**src/rtl/mem_stage_ctrl.sv**
```systemverilog
// Memory-access stage controller: drives a request/acknowledge data-memory
// port, stalls the front of the pipeline while an access is outstanding,
// holds the MEM/WB pipeline register and flags misaligned or timed-out
// accesses with a sticky error bit.
module mem_stage_ctrl #(
    parameter int MAX_WAIT = 15
) (
    input  logic        clk_i,
    input  logic        rst_i,
    input  logic        wb_i,
    input  logic [1:0]  mem_i,
    input  logic [31:0] alu_res_i,
    input  logic [31:0] store_data_i,
    input  logic [4:0]  rd_addr_i,
    output logic        mem_req_o,
    output logic        mem_we_o,
    output logic [31:0] mem_addr_o,
    output logic [31:0] mem_wdata_o,
    input  logic        mem_ack_i,
    input  logic [31:0] mem_rdata_i,
    output logic        stall_o,
    output logic        wb_o,
    output logic [4:0]  rd_addr_o,
    output logic [31:0] wb_data_o,
    output logic        err_o
);

    typedef enum logic [1:0] {
        IDLE = 2'd0,
        BUSY = 2'd1,
        DONE = 2'd2
    } state_t;

    localparam logic [7:0] MAX_CNT = 8'(MAX_WAIT);

    state_t      state_q, state_d;
    logic [7:0]  cnt_q;
    logic [7:0]  cnt_nxt;
    logic        mem_op;
    logic        misaligned;
    logic        timeout;
    logic        stall_raw;

    logic        req_q;
    logic        we_q;
    logic [31:0] addr_q;
    logic [31:0] wdata_q;
    logic [31:0] cap_q;
    logic        err_q;

    // MEM/WB pipeline register
    logic        wb_p1;
    logic [4:0]  rd_p1;
    logic [31:0] wb_data_p1;

    assign mem_op     = |mem_i;
    assign misaligned = |alu_res_i[1:0];
    assign cnt_nxt    = cnt_q + 8'd1;
    assign timeout    = (state_q == BUSY) && !mem_ack_i && (cnt_nxt == MAX_CNT);

    // Next-state decode and the combinational stall toward the front end
    always_comb begin
        state_d   = state_q;
        stall_raw = 1'b0;
        case (state_q)
            IDLE: begin
                if (mem_op) begin
                    stall_raw = 1'b1;
                    state_d   = misaligned ? DONE : BUSY;
                end
            end
            BUSY: begin
                stall_raw = 1'b1;
                if (mem_ack_i || timeout) begin
                    state_d = DONE;
                end
            end
            DONE: begin
                // The op is still presented on mem_i here; returning to IDLE
                // lets EX/MEM advance before the next op is looked at.
                state_d = IDLE;
            end
            default: state_d = IDLE;
        endcase
    end

    // Stall is released while reset is held so a frozen front end cannot
    // depend on a stale EX/MEM op.
    assign stall_o = rst_i & stall_raw;

    // State register
    always_ff @(posedge clk_i or negedge rst_i) begin
        if (!rst_i) begin
            state_q <= IDLE;
        end else begin
            state_q <= state_d;
        end
    end

    // Memory port: latch the access on launch, hold it for the whole request,
    // count wait cycles and capture load data or the error outcome
    always_ff @(posedge clk_i or negedge rst_i) begin
        if (!rst_i) begin
            req_q   <= 1'b0;
            we_q    <= 1'b0;
            addr_q  <= '0;
            wdata_q <= '0;
            cap_q   <= '0;
            cnt_q   <= '0;
            err_q   <= 1'b0;
        end else begin
            case (state_q)
                IDLE: begin
                    if (mem_op) begin
                        addr_q  <= alu_res_i;
                        wdata_q <= store_data_i;
                        we_q    <= mem_i[0];
                        cnt_q   <= '0;
                        if (misaligned) begin
                            err_q <= 1'b1;
                            cap_q <= '0;
                        end else begin
                            req_q <= 1'b1;
                        end
                    end
                end
                BUSY: begin
                    if (mem_ack_i) begin
                        req_q <= 1'b0;
                        cnt_q <= '0;
                        if (!we_q) begin
                            cap_q <= mem_rdata_i;
                        end
                    end else if (timeout) begin
                        req_q <= 1'b0;
                        cnt_q <= '0;
                        err_q <= 1'b1;
                        cap_q <= '0;
                    end else begin
                        cnt_q <= cnt_nxt;
                    end
                end
                default: begin
                    req_q <= 1'b0;
                end
            endcase
        end
    end

    // MEM/WB register: pass-through for ALU ops, bubbles while stalled,
    // write-back value selected on the DONE edge
    always_ff @(posedge clk_i or negedge rst_i) begin
        if (!rst_i) begin
            wb_p1      <= 1'b0;
            rd_p1      <= '0;
            wb_data_p1 <= '0;
        end else begin
            case (state_q)
                IDLE: begin
                    if (mem_op) begin
                        wb_p1 <= 1'b0;
                    end else begin
                        wb_p1      <= wb_i;
                        rd_p1      <= rd_addr_i;
                        wb_data_p1 <= alu_res_i;
                    end
                end
                BUSY: begin
                    wb_p1 <= 1'b0;
                end
                DONE: begin
                    wb_p1      <= wb_i;
                    rd_p1      <= rd_addr_i;
                    wb_data_p1 <= we_q ? alu_res_i : cap_q;
                end
                default: begin
                    wb_p1 <= 1'b0;
                end
            endcase
        end
    end

    assign mem_req_o   = req_q;
    assign mem_we_o    = we_q;
    assign mem_addr_o  = addr_q;
    assign mem_wdata_o = wdata_q;
    assign err_o       = err_q;
    assign wb_o        = wb_p1;
    assign rd_addr_o   = rd_p1;
    assign wb_data_o   = wb_data_p1;

endmodule

```
**config.mk**
```make
export PLATFORM = sky130hd
export DESIGN_NAME = mem_stage_ctrl
export DESIGN_NICKNAME = d
export VERILOG_FILES = /design/src/rtl/mem_stage_ctrl.sv
export SDC_FILE = /design/constraint.sdc
export NUM_CORES = 1
export LEC_CHECK = 0
export CAP_MARGIN = 15
export CORE_ASPECT_RATIO = 0.7
export CORE_MARGIN = 3
export CORE_UTILIZATION = 57
export CTS_CLUSTER_DIAMETER = 60
export DETAILED_ROUTE_END_ITERATION = 8
export DONT_BUFFER_PORTS = 1
export HOLD_SLACK_MARGIN = 0.05
export PLACE_DENSITY = 0.75
export SLEW_MARGIN = 20
export SYNTH_ARGS = -nofsm -noshare
export SYNTH_HDL_FRONTEND = slang
export SYNTH_SLANG_ARGS = --single-unit
```
**constraint.sdc**
```tcl
create_clock -name clk_i -period 1.8 [get_ports clk_i]
set_clock_uncertainty 0.1 [all_clocks]
set_input_delay 0.36 -clock clk_i [delete_from_list [all_inputs] [get_ports clk_i]]
set_output_delay 0.36 -clock clk_i [all_outputs]
set_load 0.01 [all_outputs]
```
==> results_dict.tcl, run 1 <==
set metrics [dict create \
    status "finished, violations left" \
    violations "negative hold slack, negative setup slack" \
    synthesis.area_sq_mm 0.00599 \
    start_kind "flop" \
    yosysWarnings 0 \
    setup_ws_ns -0.257 \
    synth_top_area_cell "dfrtp_1" \
    worstMarginPinSlew_ns 0.388 \
    netlist.area_leader.share_pct 61.4 \
    grt_overflow_total 0 \
    seq_area_frac_synth_pct 61.4 \
    async_reset_ff_share_pct 100 \
    root_buffer "clkbuf_16" \
    grt_usage_pct 28.5 \
    rows 30 \
    period_minus_slack_ns 2.06 \
    fmax_mhz 486 \
    synth_edf_count 0 \
    cts_tree "yes" \
    place.gp.congestion 0.845 \
    numPortBuffers 0 \
    finalSetupTns_ns -7.97 \
    grt_pass1_wl_microns 26100 \
    reg2reg_slack_ns -0.26 \
    synth_area_leaders "dfrtp_1 (61%), mux2_2 (13%), o21ai_0 (6.1%)" \
    ios 213 \
    arrival_ns 2.23 \
    ys_types 35 \
    avgSynthCellArea_sq_um 12.5 \
    numCtsBuffers 17 \
    antenna_found_initial 0 \
    fin_nets 714 \
    grtUsageMet1_pct 34.7 \
    crit_fanout 20 \
    netlist_instances 479 \
    setup_viol 39 \
    critPathRequiredTime_ns 1.97 \
    grt_max_degree 149 \
    drt_iter0_drc 267 \
    grtUsageMet3_pct 9.37 \
    rr_endpoint "cap_q[27]" \
    drtAntennaViolNets 0 \
    vias 4478 \
    cts_sinks 147 \
    final_max_slew_viol_count 0 \
    htree_num_levels 4 \
    vdd_drop_max_mv 0.937 \
    routed_wl_microns 16800 \
    wire_per_inst_microns 22.5 \
    finalHoldViolCount 147 \
    r2r_cells 9 \
    dieArea_sq_mm 0.0118 \
    period_share_pct 114 \
    power_density_mw_per_mm2 1420 \
    synth_fp_nets 588 \
    start_util_pct 60.2 \
    leakage_nw 3.52 \
    grt_use_met2_pct 48.3 \
    utilization_pct 81.5 \
    hold_slack_ns -0.449 \
    hpwl_microns 9440 \
    hold_path.class "in -> async" \
    drcViolationCount 0 \
    rsz0062_at_grt "yes" \
    worstSkewPairLatency_ns 0.39 \
    rr_startpoint "cnt_q[0]" \
    cp-end-kind "flop" \
    firstDrtPassIters 4 \
    die_w_microns 129 \
    clock_path_buffers 2 \
    ys_seq_elements 147 \
    clk_pin_slew_ns 0.06 \
    path_class "reg -> reg" \
    core_sq_mm 0.00995 \
    drive_gt1_share_pct 26.1 \
    grt_busiest_layer "met2" \
    vias_per_cell 6.01 \
    ctsHoldBuffers 104 \
    relSlewSlack_pct 74.0 \
    die_h_microns 91.8 \
    grt_pass1_vias 4877 \
    cap_violations 0 \
    synth_ff_type "dfrtp_1" \
    synthToLayoutAreaGrowth_pct 35.4 \
]
critical path, stage by stage, from the launching register on:
cell and delay (ns):
dfrtp_2 0.44, inv_2 0.09, ha_4 0.13, nor4b_4 0.19, o21ai_2 0.11, nor4b_4 0.26
buf_4 0.17, o21ai_4 0.07, buf_12 0.18, a22o_1 0.19
registers in the layout (all words and copies together) (netlist names):
name / flops
err_o: 1
mem_we_o: 1
state_q: 2
wb_o: 1
cap_q: 32
rd_addr_o: 5
mem_req_o: 1
mem_addr_o: 32
mem_wdata_o: 32
wb_data_o: 32
cnt_q: 8
placed cells by master, fill, tap and decap left out, types with 5 or more instances in the layout:
cell type / count
nand2_1: 40
o21ai_0: 68
mux2_2: 69
a22o_1: 33
or3_1: 32
dfrtp_1: 143
nor2_1: 6
bufinv_16: 5
clkbuf_16: 17
buf_4: 27
dlygate4sd3_1: 104
power breakdown:
part,total [W],switching [W],internal [W],leakage [nW]
sequential,0.00546,0.00119,0.00427,1.82
clock,0.00379,0.00134,0.00246,0.303
combinational,0.00226,0.00107,0.00119,1.41
layout make-up:
type,count,area [sq um]
Antenna cell,1,2.50
Clock buffer,18,429
Clock inverter,12,205
Fill cell,513,1840
Inverter,4,15.0
Multi-Input combinational cell,297,2270
Sequential cell,147,3680
Tap cell,128,160
Timing Repair Buffer,138,1350
kinds of logic after synthesis:
| logic type | Yosys count | share of synthesized area (%) |
|---|---|---|
| fa+ha+maj | 2 | 0.418 |
| simple gates | 101 | 8.82 |
| flops | 147 | 61.4 |
| compound gates | 123 | 13.3 |
| buf+inv | 35 | 2.78 |
| mux | 69 | 13.0 |
| xor+xnor | 2 | 0.293 |
stage by stage:
step                      instance area [sq um]  instances  total power [W]  worst slack, ns
after floorplan                            5990        479          0.00668           -0.136
after global placement                     6270        603          0.00723           -0.185
after detailed placement                   6270        603          0.00735           -0.290
after CTS                                  7990        740           0.0114           -0.284
after global routing                       8110        744           0.0120           -0.312
final                                      8110        745           0.0115           -0.257
how the worst max path moves through the flow:
stage                        start         to  slack, ns  cells past startpoint
after CTS                 cnt_q[0]  cap_q[27]      -0.28                      9
after global routing      cnt_q[0]  cap_q[27]      -0.31                      9
after detailed placement  cnt_q[0]   cnt_q[3]      -0.29                      8
after global placement    cnt_q[0]   cnt_q[3]      -0.19                      7
final                     cnt_q[0]  cap_q[27]      -0.26                      9
after floorplan           cnt_q[0]   cap_q[0]      -0.14                      8
timing repair:
action / in CTS / in global routing
gates resized for setup: 6 / 27
setup endpoints to repair: 41 / 54
pin swaps: 3 / 12
hold endpoints to repair: 251 / 147
setup buffers: 3 / 4
Yosys cell counts, types with 2 or more instances:
library cell	instances
dfrtp_1	147
o21ai_0	73
mux2_2	69
nand2_1	41
a22o_1	33
or3_1	32
clkbuf_1	18
buf_2	10
nor2_1	8
inv_1	4
nor2b_1	4
buf_6	3
nand3_1	3
nor3_1	3
o21bai_1	3
o31ai_1	3
a22o_2	2
a31oi_1	2
and2_1	2
ha_1	2
or2_2	2
xor2_1	2
routing by layer:
layer,routed length [microns],up-vias
li1,-,1967
met1,6490,2254
met2,8440,231
met3,1540,26
met4,301,0
met5,0,-
Note: power is estimated with default switching activity, not from simulation.
==> run 2, diff against run 1 <==
--- a/config.mk
+++ b/config.mk
@@ -12,6 +12,7 @@
 export CTS_CLUSTER_DIAMETER = 60
 export DETAILED_ROUTE_END_ITERATION = 8
 export DONT_BUFFER_PORTS = 1
+export GPL_ROUTABILITY_DRIVEN = 0
 export HOLD_SLACK_MARGIN = 0.05
 export PLACE_DENSITY = 0.75
 export SLEW_MARGIN = 20
==> results of run 2 <==
No change in the layout: final DEF, timing and power equal those of run 1.
==> run 3, diff against run 2 <==
--- a/config.mk
+++ b/config.mk
@@ -7,14 +7,14 @@
 export LEC_CHECK = 0
 export CAP_MARGIN = 15
 export CORE_ASPECT_RATIO = 0.7
-export CORE_MARGIN = 3
-export CORE_UTILIZATION = 57
+export CORE_UTILIZATION = 59
+export CTS_BUF_LIST = sky130_fd_sc_hd__clkbuf_8
 export CTS_CLUSTER_DIAMETER = 60
 export DETAILED_ROUTE_END_ITERATION = 8
 export DONT_BUFFER_PORTS = 1
 export GPL_ROUTABILITY_DRIVEN = 0
 export HOLD_SLACK_MARGIN = 0.05
-export PLACE_DENSITY = 0.75
+export PLACE_DENSITY = 0.78
 export SLEW_MARGIN = 20
 export SYNTH_ARGS = -nofsm -noshare
 export SYNTH_HDL_FRONTEND = slang
==> run 3 against run 2 <==
The run still ends with negative hold slack, negative setup slack left; hold slack worse by 0.034 ns; clock power fell by 28%; sequential share of layout area up 1.6 points; first-iteration DRC count decreased by 25%; register-to-register slack improved by 0.05 ns; largest cell class unchanged; cell count decreased by 0.67%; maximum frequency increased by 2.2%; largest power group unchanged; clock-buffer cell count fell by 1; non-clock buffer count down 5.
==> results_dict.tcl, run 3 (synthesized netlist as in run 1, its figures left out) <==
set metrics [dict create \
    grt_pass1_wl_microns 23600 \
    drcViolationCount 0 \
    numCtsBuffers 17 \
    setup_ws_ns -0.212 \
    die_h_microns 86.3 \
    power.internal_w 0.00694 \
    period_minus_slack_ns 2.01 \
    crit_fanout 6 \
    clock_path_buffers 2 \
    hold_slack_ns -0.483 \
    synthToLayoutAreaGrowth_pct 30.6 \
    mostFrequentLayoutCell "dfrtp_1" \
    cap_violations 0 \
    numPortBuffers 0 \
    period_share_pct 112 \
    grt_usage_pct 30.0 \
    fin_nets 709 \
    vias 4364 \
    routed_wl_microns 15100 \
    worstSkewPairLatency_ns 0.43 \
    vias_per_cell 5.90 \
    status "finished, violations left" \
    combPwrFrac_pct 21.3 \
    start_util_pct 61.4 \
    grt_max_degree 149 \
    grt_pass1_vias 4634 \
    rsz0062_at_grt "yes" \
    root_buffer "clkbuf_8" \
    n_antenna_cell 0 \
    cp-end-kind "flop" \
    fmax_mhz 497 \
    clkPwrFrac_pct 26.3 \
    finalHoldViolCount 147 \
    cts_tree "yes" \
    grt_overflow_total 0 \
    start_kind "flop" \
    violations "negative hold slack, negative setup slack" \
    drt_iter0_drc 199 \
    swShare_pct 32.9 \
    setup_viol 41 \
    ctsHoldBuffers 104 \
    ios 213 \
    cts_sinks 147 \
    hold_path.class "in -> async" \
    vdd_drop_max_mv 0.949 \
    htree_num_levels 4 \
    critPathRequiredTime_ns 2.01 \
    layout_common_cells "dfrtp_1 (146), dlygate4sd3_1 (104), o21ai_0 (69), mux2_2 (69), nand2_1 (40)" \
    path_class "reg -> reg" \
    hpwl_microns 9070 \
    seqPwrFrac_pct 52.4 \
    relSlewSlack_pct 47.3 \
    dieArea_sq_mm 0.0106 \
    core_sq_mm 0.00976 \
    switchingPower_w 0.00340 \
    final_max_slew_viol_count 0 \
    utilization_pct 80.2 \
    arrival_ns 2.22 \
    rows 30 \
    p_total_w 0.0103 \
    clk_pin_slew_ns 0.08 \
    leakage_nw 3.40 \
    die_w_microns 122 \
    drtAntennaViolNets 0 \
    power_density_mw_per_mm2 1320 \
    firstDrtPassIters 5 \
    antenna_found_initial 0 \
    wire_per_inst_microns 20.4 \
    worstMarginPinSlew_ns 0.789 \
    drive_gt1_share_pct 24.3 \
]
[run 3: cell types whose count changed in the layout (fill, tap and decap cells not counted), sizes merged]
cell / previous run / this run
buf: 34 / 29
bufinv: 5 / 4
clkbuf: 18 / 17
clkinv: 3 / 4
clkinvlp: 2 / 3
diode: 1 / 0
inv: 6 / 7
[run 3: final cells by class]
cell class | instances | area (sq um)
tap | 128 | 160
sequential | 147 | 3680
multi-input combinational | 297 | 2230
fill | 547 | 1940
clock buffer | 17 | 234
timing repair buffer | 133 | 1320
inverter | 4 | 15.0
clock inverter | 14 | 188
[run 3: timing repair]
| item | in CTS | in global routing |
|---|---|---|
| endpoints found under the hold margin | 271 | 147 |
| pin swaps | 5 | 1 |
| endpoints found under the setup margin | 41 | 49 |
| gates cloned | 0 | 1 |
| buffers inserted | 1 | 1 |
| gates resized for setup | 10 | 12 |
[run 3: metrics by stage]
step	cells	setup TNS, ns	worst slack [ns]	area [sq um]
3_3_place_gp	602	-3.52	-0.169	6260
6_report	740	-5.96	-0.212	7820
2_1_floorplan	479	-4.31	-0.136	5990
4_1_cts	738	-5.98	-0.242	7760
5_1_grt	740	-11.98	-0.336	7820
3_5_place_dp	602	-7.23	-0.276	6260
[run 3: routing by layer]
layer	global-route usage, %	vias up	wire length, microns
li1	-	1968	-
met1	36.7	2155	6190
met2	48.9	214	7280
met3	9.61	27	1280
met4	13.7	0	340
met5	0	-	0
[run 3: path summary, 6_finish.rpt]
kind | slack (ns) | end | depth (start not counted) | startpoint
hold / removal | -0.48 | mem_addr_o[7] | 0 | rst_i
max in group asynchronous | 1.88 | mem_wdata_o[20] | 0 | rst_i
setup / recovery | -0.21 | cnt_q[3] | 7 | cnt_q[0]
min in group clk_i | 0.08 | wb_data_o[28] | 2 | alu_res_i[28]
hold reg to reg | 0.40 | cap_q[3] | 1 | cap_q[3]
setup reg to reg | -0.21 | cnt_q[3] | 7 | cnt_q[0]
[run 3: critical path, stage by stage, from the launching register on]
cell and delay [ns]:
dfrtp_1 0.40, ha_2 0.25, nor2b_1 0.21, o21ai_2 0.09, nor4b_4 0.31, buf_4 0.21
nor2_4 0.05, a221o_1 0.28
[run 3: power by group through the flow]
stage / Sequential, W / Combinational (W) / Clock, W
floorplan: 0.00521 / 0.00147 / 0
global placement: 0.00539 / 0.00181 / 0
detailed placement: 0.00544 / 0.00192 / 0
CTS: 0.00539 / 0.00214 / 0.00277
global route: 0.00553 / 0.00243 / 0.00290
finish: 0.00542 / 0.00221 / 0.00272
==> variant 1, RTL diff (settings of run 1) <==
Reset style: synchronous (`rst_i`), changed in 3 clocked blocks.
--- a/src/rtl/mem_stage_ctrl.sv
+++ b/src/rtl/mem_stage_ctrl.sv
@@ -89,7 +89,7 @@
     assign stall_o = rst_i & stall_raw;
 
     // State register
-    always_ff @(posedge clk_i or negedge rst_i) begin
+    always_ff @(posedge clk_i) begin
         if (!rst_i) begin
             state_q <= IDLE;
         end else begin
@@ -99,7 +99,7 @@
 
     // Memory port: latch the access on launch, hold it for the whole request,
     // count wait cycles and capture load data or the error outcome
-    always_ff @(posedge clk_i or negedge rst_i) begin
+    always_ff @(posedge clk_i) begin
         if (!rst_i) begin
             req_q   <= 1'b0;
             we_q    <= 1'b0;
@@ -149,7 +149,7 @@
 
     // MEM/WB register: pass-through for ALU ops, bubbles while stalled,
     // write-back value selected on the DONE edge
-    always_ff @(posedge clk_i or negedge rst_i) begin
+    always_ff @(posedge clk_i) begin
         if (!rst_i) begin
             wb_p1      <= 1'b0;
             rd_p1      <= '0;
Check against the original RTL: differs if rst_i is asserted again (counterexample within 4 cycles, from zero or initial values and one cycle with rst_i low); with rst_i held inactive, the same outputs for 4 cycles.
==> variant 1 against run 1 <==
  * The flow finishes with violations (negative setup slack)
  * Core utilization is 3.1 points higher
  * Routed wire length is 14% higher
  * Setup slack worse by 380 ps
  * Cell area is 4.2% lower
  * Global-route usage is 4.7 points higher
  * Sequential cell count stayed put
  * Synthesized cell count is 28% higher
  * First-iteration DRC count is 55% higher
  * Non-clock buffer count is 7 higher
  * Sequential share of layout area is 7.4 points lower
  * Synthesized area is 8.8% lower
  * Critical path type unchanged
  * Critical endpoint is now cap_q[1]
  * Highest routed layer unchanged
Power is not compared: it rests on default switching activity, and its combinational part moved more than twofold at a synthesized area within 25%.
==> variant 1: results (changes against run 1) <==
Run status
  • Status: complete, but fails checks (unchanged)
  • Failing checks: negative setup slack (was negative hold slack, negative setup slack)

GRT
  • First-pass GRT wire length: 27500 um (was 26100 um)
  • M2 GR Usage: 0.567 (was 0.483)
  • Met1 Use GR: 0.382 (was 0.347)
  • Number of global-route vias before repair: 5218 (was 4877)
  • Total routing usage reported by global routing: 0.332 (was 0.285)
  • Met3 usage: 0.119 (was 0.0937)
  • Pin count of the biggest net entering global routing: 71 (was 149)

Worst setup path
  • Critical Path Slowest Stage Cell: o41a_4 (was dfrtp_2)
  • Crit path max-delay family: compound AO/OA/AOI/OAI gates (was simple AND/OR/NAND/NOR gates)
  • Crit Reg-Reg Startpoint: cnt_q[0] (unchanged)
  • CP Max Fanout: 8 (was 20)
  • Worst path max stage delay: 610 ps (was 440 ps)
  • Critical path arrival: 2630 ps (was 2230 ps)
  • Worst reg2reg path depth: 7 (was 9)
  • CP Capture Point: cap_q[1] (was cap_q[27])

Routing
  • DRT Pass-1 Iters: 5 (was 4)
  • WL met3: 2210 um (was 1540 um)
  • M1 WL: 7020 um (was 6490 um)
  • Met2 routed WL: 9380 um (was 8440 um)
  • DR WL/cell: 22.1 um (was 22.5 um)
  • Routed wire length: 19200 um (was 16800 um)
  • Via count: 5344 (was 4478)
  • DR iter-0 viols: 414 (was 267)

STA
  • Minimum hold slack: 89.3 ps (was -449 ps)
  • Post-route setup slack: -640 ps (was -257 ps)
  • Final Setup Violations: 42 (was 39)
  • Fin Setup TNS: -22930 ps (was -7970 ps)
  • Max-slew headroom: 0.512 (was 0.740)

Placed design
  • DP Area: 5740 um2 (was 6270 um2)
  • HPWL Detailed: 9910 um (was 9440 um)

Yosys
  • Most frequent cell after synthesis: nand2_1 (was dfrtp_1)
  • Main area contributors after synthesis: dfxtp_1 54%, nand2_1 10%, a21oi_1 6.6% (was dfrtp_1 61%, mux2_2 13%, o21ai_0 6.1%)
  • Top cells by instance count after synthesis: 149 x nand2_1, 147 x dfxtp_1, 72 x a21oi_1, 46 x nor2_1, 38 x clkbuf_1 (was 147 x dfrtp_1, 73 x o21ai_0, 69 x mux2_2, 41 x nand2_1, 33 x a22o_1)
  • Netlist cell types: 41 (was 35)
  • XOR/XNOR Fraction of Synth Area: 0.00481 (was 0.00292)
  • Post-synthesis compound-gate area fraction: 0.192 (was 0.133)
  • Syn_nets: 721 (was 588)
  • Mux contribution to synthesized area: 0.0586 (was 0.130)
  • Synth Area in Adders: 0.00458 (was 0.00418)
  • Syn Inst Count: 612 (was 479)
  • Seq/Total Area, Yosys: 0.539 (was 0.614)

Layout
  • Ant diodes: 0 (was 1)
  • Nets@finish: 841 (was 714)
  • Layout fillers: 475 (was 513)

Clocking
  • Clk_lat worst skew: 410 ps (was 390 ps)
  • CTS buffer count: 17 (unchanged)
  • # H-tree levels: 4 (unchanged)

Power
  • Power, Total: 8.77 mW
variant 1: changes by cell type in the layout (fill, tap and decap cells not counted), sizes merged, moves of 37 or more:
cell and change:
dfrtp -147, dfxtp +147, nand2 +108, a21oi +72, o21ai -70, mux2 -69, nor2 +37
variant 1: final cells by class:
cell class / count / area, um2 / share of cell area
clock buffer: 20 / 457 / 0.0588
multi-input combinational: 417 / 2550 / 0.328
timing repair buffer: 145 / 1440 / 0.185
inverter: 4 / 16.3 / 0.00209
tap: 124 / 155 / 0.0200
sequential: 147 / 2950 / 0.380
clock inverter: 12 / 203 / 0.0261
variant 1: what timing repair did:
action	4_1_cts	5_1_grt
pin swaps	10	29
buffers inserted	5	6
gates cloned	2	1
hold endpoints to repair	109	0
hold buffers	105	0
resized for setup	27	11
setup endpoints to repair	42	55
==> variant 2, RTL diff (settings of run 1) <==
Made on the original files. The parameter `MAX_WAIT` goes from 15 to 7.
--- a/src/rtl/mem_stage_ctrl.sv
+++ b/src/rtl/mem_stage_ctrl.sv
@@ -3,7 +3,7 @@
 // holds the MEM/WB pipeline register and flags misaligned or timed-out
 // accesses with a sticky error bit.
 module mem_stage_ctrl #(
-    parameter int MAX_WAIT = 15
+    parameter int MAX_WAIT = 7
 ) (
     input  logic        clk_i,
     input  logic        rst_i,
Behaviour: same outputs for any inputs over 4 cycles, from zero or initial values and one cycle with rst_i low; that may be too few to reach the edited logic, so the function may still have changed.
==> variant 2 against run 1 <==
  * Power barely moved
  * Clock power shrank 3%
  * Combinational power grew 4%
  * The run still ends with negative hold slack, negative setup slack left
  * Routed wire length up 3.6%
  * Critical path type unchanged
  * Setup slack worse by 150 ps
  * Synthesized cell count rose by 2.5%
  * First-iteration DRC count rose by 10%
  * Sequential power is essentially flat
  * Cell area rose by 1.4%
  * Sequential cell count unchanged
  * Core utilization up 0.18 points
  * Critical path depth down 1
  * Synthesized area up 1.7%
  * Count of clock-buffer cells in the layout stayed put
==> variant 2: results (changes against run 1) <==
STA
  • Least-Margin Pin Slew: 817 ps (was 388 ps)
  • Final Setup Violations: 39 (unchanged)
  • Minimum hold slack: -456 ps (was -449 ps)
  • Post-route setup slack: -406 ps (was -257 ps)
  • Count of final hold-check violations: 147 (unchanged)
  • Fin Setup TNS: -13640 ps (was -7970 ps)

Layout
  • Nets@finish: 724 (was 714)
  • Layout cell share with drive strength beyond 1: 0.275 (was 0.261)
  • Post-Layout Cell Count: 754 (was 745)
  • Ant diodes: 0 (was 1)

Power
  • Maximum VDD drop: 0.882 mV (was 0.937 mV)
  • Static Leak: 3.55 nW (was 3.52 nW)

Clocking
  • CTS Buffer Depth: 2 (unchanged)
  • Clk_lat worst skew: 400 ps
  • CTS buffer count: 17 (unchanged)
  • Root Driver: clkbuf_16 (unchanged)

Placed design
  • Placed Instances: 611 (was 603)
  • Pre-CTS WS: -497 ps (was -290 ps)
  • HPWL Detailed: 9770 um (was 9440 um)
  • DP Area: 6390 um2 (was 6270 um2)
  • Count of input and output buffers: 0 (unchanged)
  • Routability cong.: 0.883 (was 0.845)

Routing
  • Via density: 6.09 (was 6.01)
  • DR WL/cell: 23.0 um (was 22.5 um)
  • DR iter-0 viols: 295 (was 267)
  • DRT Pass-1 Iters: 5 (was 4)

GRT
  • Met3 usage: 0.0957 (was 0.0937)
  • Number of global-route vias before repair: 4870 (was 4877)
  • Met1 Use GR: 0.370 (was 0.347)
  • First-pass GRT wire length: 26400 um (was 26100 um)
  • Total routing usage reported by global routing: 0.287 (was 0.285)
  • M2 GR Usage: 0.468 (was 0.483)

Yosys
  • Main area contributors after synthesis: dfrtp_1 60%, mux2_2 13%, o21ai_0 6.0% (was dfrtp_1 61%, mux2_2 13%, o21ai_0 6.1%)
  • Syn_nets: 600 (was 588)
  • Netlist cell types: 44 (was 35)
  • Top cells by instance count after synthesis: 147 x dfrtp_1, 73 x o21ai_0, 69 x mux2_2, 39 x nand2_1, 33 x a22o_1 (was 147 x dfrtp_1, 73 x o21ai_0, 69 x mux2_2, 41 x nand2_1, 33 x a22o_1)
  • Ys async rst share: 1.00 (unchanged)
  • Seq/Total Area, Yosys: 0.604 (was 0.614)
  • Syn avg cell area: 12.4 um2 (was 12.5 um2)

Worst setup path
  • Crit path max-delay family: compound AO/OA/AOI/OAI gates (was simple AND/OR/NAND/NOR gates)
  • CP startpoint: cnt_q[0] (unchanged)
  • Worst reg2reg path depth: 8 (was 9)
  • Critical path arrival: 2390 ps (was 2230 ps)
  • Critical Path Slowest Stage Cell: or4_4 (was dfrtp_2)
  • CP Max Fanout: 23 (was 20)
  • R2R Path End: cap_q[28] (was cap_q[27])

Hold path
  • Worst Hold Class: input pin to async pin (unchanged)

Run status
  • Failing checks: negative hold slack, negative setup slack (unchanged)
  • Status: complete, but fails checks (unchanged)
[variant 2: how the worst max path moves through the flow]
stage	to	slack [ps]	depth (start not counted)
2_1_floorplan	cap_q[10]	-320	8
3_3_place_gp	cap_q[10]	-390	8
3_5_place_dp	cap_q[28]	-500	8
4_1_cts	cnt_q[2]	-440	8
5_1_grt	cap_q[26]	-470	8
6_report	cap_q[28]	-410	8
[variant 2: power breakdown]
group | switching, mW | internal [mW]
sequential | 1.21 | 4.27
combinational | 1.13 | 1.21
clock | 1.34 | 2.35
total | 3.67 | 7.83
[variant 2: timing repair]
item / CTS / global route
hold endpoints to repair: 251 / 147
gates cloned: 1 / 1
setup buffers: 4 / 3
resized for setup: 23 / 12
pin swaps: 6 / 5
endpoints found under the setup margin: 41 / 59
[variant 2: cell families (layout without fill, tap and decap cells)]
family | count (synthesis) | count (layout) | synth area share
mux | 69 | 69 | 0.128
compound gates | 125 | 125 | 0.137
flops | 147 | 147 | 0.604
buf+inv | 38 | 172 | 0.0308
fa+ha+maj | 2 | 2 | 0.00411
simple gates | 106 | 107 | 0.0901
xor+xnor | 4 | 4 | 0.00698
[variant 2: final cells by class]
| cell class | count | area [um2] |
|---|---|---|
| sequential | 147 | 3680 |
| multi-input combinational | 307 | 2370 |
| fill | 515 | 1840 |
| timing repair buffer | 139 | 1370 |
| clock buffer | 18 | 439 |
| clock inverter | 12 | 180 |
| tap | 128 | 160 |
| inverter | 3 | 11.3 |
[variant 2: per-layer routing]
layer | vias to the layer above | part of all wire
met5 | - | 0
met4 | 0 | 0.010
met3 | 20 | 0.10
met2 | 273 | 0.49
met1 | 2294 | 0.40
li1 | 2007 | -
